--- src/rtl/somatorio_pkg.sv ---
// rtl/somatorio_pkg.sv - state type, width-derived limits and sign-extension helpers for somatorio_param
package somatorio_pkg;

   typedef enum logic [1:0] {
      OCIOSO  = 2'd0,
      ACUMULA = 2'd1,
      FIM     = 2'd2
   } estado_t;

   localparam int LARGURA_MAX = 64;

   // Largest positive value representable in a two's complement word of 'largura' bits
   function automatic logic signed [LARGURA_MAX-1:0] soma_max(input int largura);
      return (64'sd1 <<< (largura - 1)) - 64'sd1;
   endfunction

   function automatic logic signed [LARGURA_MAX-1:0] soma_min(input int largura);
      return -(64'sd1 <<< (largura - 1));
   endfunction

   // Replicates bit largura-1 of v into every higher bit
   function automatic logic [LARGURA_MAX-1:0] sext(input logic [LARGURA_MAX-1:0] v,
                                                   input int largura);
      logic signed [LARGURA_MAX-1:0] t;
      t = $signed(v << (LARGURA_MAX - largura));
      return t >>> (LARGURA_MAX - largura);
   endfunction

endpackage

--- src/rtl/somador_sat.sv ---
// rtl/somador_sat.sv - signed adder with overflow flag; clamps on overflow when SOMATORIO_SAT_EN is defined
module somador_sat
   import somatorio_pkg::*;
#(
   parameter int W = 6
) (
   input  logic signed [W-1:0] a,
   input  logic signed [W-1:0] b,
   output logic signed [W-1:0] resultado,
   output logic                ov
);

`ifdef SOMATORIO_SAT_EN
   localparam logic signed [W-1:0] SOMA_MAX = W'(soma_max(W));
   localparam logic signed [W-1:0] SOMA_MIN = W'(soma_min(W));
`endif

   logic signed [W-1:0] bruto;

   always_comb begin
      bruto = a + b;
      // Overflow only possible when both operands share a sign the result lost
      ov    = (a[W-1] == b[W-1]) && (bruto[W-1] != a[W-1]);
`ifdef SOMATORIO_SAT_EN
      if (ov) begin
         resultado = a[W-1] ? SOMA_MIN : SOMA_MAX;
      end else begin
         resultado = bruto;
      end
`else
      resultado = bruto;
`endif
   end

endmodule

--- src/rtl/somatorio_param.sv ---
// rtl/somatorio_param.sv - accumulates quantidade signed samples over valid/ready; SOMATORIO_SAT_EN selects saturation
module somatorio_param
   import somatorio_pkg::*;
#(
   parameter int LARGURA      = 6,
   parameter int GUARDA       = 0,
   parameter int LARGURA_CONT = 6
) (
   input  logic                              clk,
   input  logic                              reset,
   input  logic                              inicio,
   input  logic        [LARGURA_CONT-1:0]    quantidade,
   input  logic signed [LARGURA-1:0]         valor,
   input  logic                              valor_valido,
   output logic                              valor_pronto,
   output logic                              ocupado,
   output logic                              pronto,
   output logic                              overflow,
   output logic signed [LARGURA+GUARDA-1:0]  soma,
   output logic        [LARGURA_CONT-1:0]    contador
);

   localparam int SW = LARGURA + GUARDA;

   estado_t            estado;
   estado_t            proximo;
   logic               aceita;
   logic               ov_soma;
   logic signed [SW-1:0] valor_ext;
   logic signed [SW-1:0] soma_nova;

   assign valor_ext = SW'(sext(64'(valor), LARGURA));
   assign aceita    = valor_valido & valor_pronto;

   somador_sat #(
      .W (SW)
   ) u_somador (
      .a         (soma),
      .b         (valor_ext),
      .resultado (soma_nova),
      .ov        (ov_soma)
   );

   always_ff @(posedge clk) begin
      if (reset) begin
         estado <= OCIOSO;
      end else begin
         estado <= proximo;
      end
   end

   always_comb begin
      proximo      = estado;
      valor_pronto = 1'b0;
      ocupado      = 1'b0;
      pronto       = 1'b0;
      case (estado)
         OCIOSO: begin
            if (inicio) begin
               proximo = (quantidade != '0) ? ACUMULA : FIM;
            end
         end
         ACUMULA: begin
            valor_pronto = 1'b1;
            ocupado      = 1'b1;
            if (valor_valido && (contador == LARGURA_CONT'(1))) begin
               proximo = FIM;
            end
         end
         FIM: begin
            ocupado = 1'b1;
            pronto  = 1'b1;
            proximo = OCIOSO;
         end
         default: begin
            proximo = OCIOSO;
         end
      endcase
   end

   // Results of the previous operation stay visible until the next inicio is accepted
   always_ff @(posedge clk) begin
      if (reset) begin
         soma     <= '0;
         overflow <= 1'b0;
         contador <= '0;
      end else if ((estado == OCIOSO) && inicio) begin
         soma     <= '0;
         overflow <= 1'b0;
         contador <= quantidade;
      end else if (aceita) begin
         soma     <= soma_nova;
         overflow <= overflow | ov_soma;
         contador <= contador - LARGURA_CONT'(1);
      end
   end

endmodule

--- config.mk ---
export PLATFORM = sky130hd
export DESIGN_NAME = somatorio_param
export DESIGN_NICKNAME = d
export VERILOG_FILES = /design/src/rtl/somatorio_pkg.sv /design/src/rtl/somador_sat.sv /design/src/rtl/somatorio_param.sv
export SDC_FILE = /design/constraint.sdc
export NUM_CORES = 1
export LEC_CHECK = 0
export ABC_AREA = 1
export ABC_CLOCK_PERIOD_IN_PS = 3100
export CAP_MARGIN = 10
export CORE_ASPECT_RATIO = 1.4
export CORE_UTILIZATION = 40
export DETAILED_ROUTE_END_ITERATION = 8
export DONT_BUFFER_PORTS = 1
export PLACE_DENSITY = 0.57
export SYNTH_ARGS = -nofsm -noshare
export SYNTH_HDL_FRONTEND = slang
export SYNTH_SLANG_ARGS = --single-unit
--- constraint.sdc ---
create_clock -name clk -period 3.1 [get_ports clk]
set_input_delay 0.31 -clock clk [delete_from_list [all_inputs] [get_ports clk]]
set_output_delay 0.31 -clock clk [all_outputs]
set_load 0.005 [all_outputs]
# Word level (Yosys, flattened, before mapping)
# Cells that the tools add are included.
[word_totals] reg_bits=15 wordCells=33
[op_classes] n_addsub=2 eq_ne=7 muxes=9 n_bitwise=2 n_reduce_logical=9
[op_table] cell="$mux 6" n=2
[op_table] cell="$add 6x6->6" n=1
[op_table] cell="$eq 6x1->1 const B" n=1
[op_table] cell="$mux 2" n=3
[op_table] cell="$reduce_bool 6->1" n=1
[op_table] cell="$sub 6x1->6 const B" n=1
[op_table] cell="$ne 2x2->1 const B" n=2
[op_table] cell="$pmux 2 s2" n=1
[op_table] cell="$reduce_or 2->1" n=2
[op_table] cell="$logic_and 1x1->1" n=3
[op_table] cell="$mux 1" n=3
[op_table] cell="$eq 2x1->1 const B" n=1
[op_table] cell="$eq 2x2->1 const B" n=1
[op_table] cell="$logic_not 2->1" n=1
[op_table] cell="$reduce_and 2->1" n=1
[op_table] cell="$reduce_bool 2->1" n=1
[op_table] cell="$and 1x1->1" n=1
[op_table] cell="$eq 1x1->1" n=1
[op_table] cell="$ne 1x1->1" n=1
[op_table] cell="$or 1x1->1" n=1

# Depth between registers and ports, before layout
[depth] depth_word=5 depth_mapped=9 ltp_nobuf=9

# Cells and area by module
# A second synthesis with hierarchy kept.
[unflattened] cells_unflattened=152 hier_area_um2=1036.0
[modules_own_cells] module="somatorio_param" instances=1 cells_each=117 area_per_inst_um2=814.5
[modules_own_cells] module="somador_sat" instances=1 cells_each=35 area_per_inst_um2=221.5

# Worst setup path before layout
# Ideal clock, no wire load.
[synth_timing] kind="register to register" from="register soma[0]" to="register soma[4]" setup_ps=109 t_arrival_ps=1450 path_slack_ps=1541 stages_incl_launch_ff=10 cell_sequence="dfxtp_1 ha_1 fa_1 nand2_1 nand2_1 a21oi_1 xor2_1 nand2_1 nand2_1 inv_1"
[synth_via] elab_chain_cells=1
[synth_lines] item="start, declared" line_no="somatorio_param.sv:19" source="output logic signed [LARGURA+GUARDA-1:0] soma,"
[synth_lines] item="start signal, assigned" line_no="somatorio_param.sv:92" source="soma <= soma_nova;"
[synth_lines] item="$add 6x6->6" line_no="somador_sat.sv:21" source="bruto = a + b;"
# No other way between the ends.
# A chain may end at the register's enable or synchronous reset.

# Worst setup path after layout
# Ends and elaborated chain as after synthesis.

==> flow_summary.yaml <==
outcome:
  outcome: "complete, no violations"
floorplanning:
  die_area_um2: 2940
  rows: 22
  initial_core_util_pct: 41.7
  pin_count: 32
  core_um2: 2620
  die_width_um: 46.1
  die_y_um: 63.8
synthesis:
  postSynthCellCount: 153
  syn_nets: 180
  yosys.cell_types.count: 27
  synth_seq_cells: 15
  yosys_warnings: 0
  syn_area_per_cell_um2: 7.13
  netlist_area_um2: 1090
  seq_area_frac_synth_pct: 27.5
clock_tree:
  cts_hold_buf: 0
  postCtsSetupRepairBufs: 0
  cts_buffers: 3
  clk_latency_ns: 0.29
  cts_resized: 0
  cts_max_path_buffers: 2
  cts_root_buffer: "clkbuf_4"
  cts_tree: "yes"
  cts.sinks: 15
  clk_pin_slew_worst_paths_ns: 0.10
  htree_levels: 1
final_layout:
  final_cell_mix: "nand2_1 (36), inv_1 (20), dfxtp_1 (15)"
  area_growth_pct: 5.62
  seqCellArea_um2: 300
  nets: 184
  multi_input_area_um2: 687
  antenna_cells: 0
  final_common_cell: "nand2_1"
  postLayoutCoreUtil_pct: 44.1
  drive_gt1_share_pct: 17.9
  num-fill-cells: 294
drt:
  viasPerCell: 5.10
  vias: 979
  dr.pass1.iters: 4
  final_antenna_net_count: 0
  wl_per_cell_um: 11.6
  drc_errors: 0
  drt_iter0_markers: 15
  wirelength_um: 2230
setup_path:
  critPathLaunchType: "flop"
  r2r_cells: 9
  crit_start: "soma[0]"
  crit_chain: "ha_1, fa_1, nand2_1, nand2_1, a21oi_1, xor2_1, nand2_1, nand2_1, inv_1"
  regToRegSetupSlack_ns: 1.46
  crit_fanout: 3
  slowest_delay_ns: 0.41
  worstPathArrival_ns: 1.84
  cp-endpoint: "soma[4]"
  slowest_stage: "fa_1"
  critPathMostFrequentCell: "nand2_1"
  timing.rr.end: "soma[4]"
  critical_path_class: "flop to flop"
  cp_data_required_time_ns: 3.31
  regToRegStartpoint: "soma[0]"
  crit_path_end_kind: "flop"
grt:
  grt_pass1_wl_um: 3740
  overflow: 0
  grtUsageTotal_pct: 17.0
  antenna_found_initial: 0
  grt_max_degree: 12
  grt_pass1_vias: 941
flow_run:
  cap_violations: 0
place:
  port_buffers: 0
  gp_congestion: 0.751
  place.detailed.hpwl_um: 1840
sta:
  setup_tns_ns: 0
  rsz0062_at_grt: "false"
  report.final.slew_viol_count: 0
  hold_viol_final: 0
  clock.fmax_mhz: 610
  finalSetupViolations: 0
  finalCriticalPeriod_ns: 1.64
  fin_skew_ns: 0.00441
  fin_crit_sh_pct: 52.9
  worst_slew_pin_slew_ns: 0.298
  maxSlewHeadroom_pct: 80.1
pwr:
  p_per_area_nw_per_um2: 441
  ir_worst_vdd_v: 0.000265
  leakagePower_nw: 0.559
min_path:
  hp-class: "input port to flop"
final cells by class:
class                   count  share of cell area, %
clock inverters             1                  0.434
inverters                  24                   8.03
flip-flops and latches     15                   26.1
well taps                  36                   3.91
clock buffers               3                   1.95
multi-input cells         113                   59.6
worst min path at each step:
stage,start,to,cells after the start
after floorplan,reset,contador[1],1
after global placement,reset,contador[2],1
after detailed placement,reset,contador[1],1
after CTS,reset,contador[2],1
after global routing,reset,contador[2],1
final,reset,contador[2],1
kinds of logic (layout without fill, tap and decap cells):
| group | after synthesis | after routing | synth area share (%) |
|---|---|---|---|
| AO/OA/AOI/OAI | 22 | 22 | 11.7 |
| XOR/XNOR | 3 | 3 | 2.41 |
| flip-flops | 15 | 15 | 27.5 |
| buffers and inverters | 25 | 28 | 9.52 |
| adder cells (fa/ha/maj) | 11 | 11 | 13.3 |
| AND/OR/NAND/NOR | 77 | 77 | 35.6 |
Yosys cell counts:
| master | count | area (µm²) |
|---|---|---|
| o211ai_1 | 1 | 7.51 |
| fa_1 | 1 | 20.0 |
| nand4_1 | 2 | 12.5 |
| nand2_4 | 1 | 11.3 |
| nand2_2 | 5 | 31.3 |
| xor2_1 | 2 | 17.5 |
| inv_4 | 1 | 6.26 |
| nand3_1 | 8 | 40.0 |
| nand2_1 | 36 | 135 |
| nor2_2 | 4 | 25.0 |
| a21oi_1 | 9 | 45.0 |
| o21ai_0 | 1 | 5.00 |
| ha_1 | 10 | 125 |
| nor2_1 | 14 | 52.6 |
| nor2_4 | 1 | 11.3 |
| a31oi_1 | 3 | 18.8 |
| o21ai_2 | 1 | 8.76 |
| buf_6 | 1 | 11.3 |
| nor3_4 | 1 | 16.3 |
| nand3_2 | 4 | 40.0 |
| a21oi_2 | 2 | 17.5 |
| xnor2_1 | 1 | 8.76 |
| inv_1 | 20 | 75.1 |
| o21ai_1 | 5 | 25.0 |
| dfxtp_1 | 15 | 300 |
| nand4_2 | 1 | 12.5 |
| inv_2 | 3 | 11.3 |
critical path: cells and delay by family (launching register included):
family	cells	cell delay [ns]
buffers and inverters	1	0.03
AO/OA/AOI/OAI	1	0.14
XOR/XNOR	1	0.16
AND/OR/NAND/NOR	4	0.25
flip-flops	1	0.35
adder cells (fa/ha/maj)	2	0.64
state kept, by name (all words and copies together), names as in the netlist:
signal / cells
overflow: 1
contador: 6
estado: 2
soma: 6
power by group:
part | internal, W | switching (W)
sequential | 0.000211 | 0.0000234
combinational | 0.0000573 | 0.0000984
clock | 0.0000481 | 0.0000694
per-layer routing:
metal  routed length, µm  track usage, %  vias to the layer above
li1                    -               -                      495
met1                 902            18.4                      450
met2                1160            30.6                       29
met3                 127            2.82                        5
met4                  39            6.62                        0
met5                   0               0                        -
stage by stage:
step	setup slack [ns]	area, µm²	instances	total power, W	hold slack (ns)
2_1_floorplan	1.54	1090	153	0.000368	0.379
3_3_place_gp	1.48	1120	188	0.000394	0.381
3_5_place_dp	1.45	1120	188	0.000397	0.384
4_1_cts	1.45	1150	192	0.000512	0.0688
5_1_grt	1.32	1150	192	0.000550	0.0583
6_report	1.46	1150	192	0.000508	0.0714
Power figures use the tool's default switching activity.
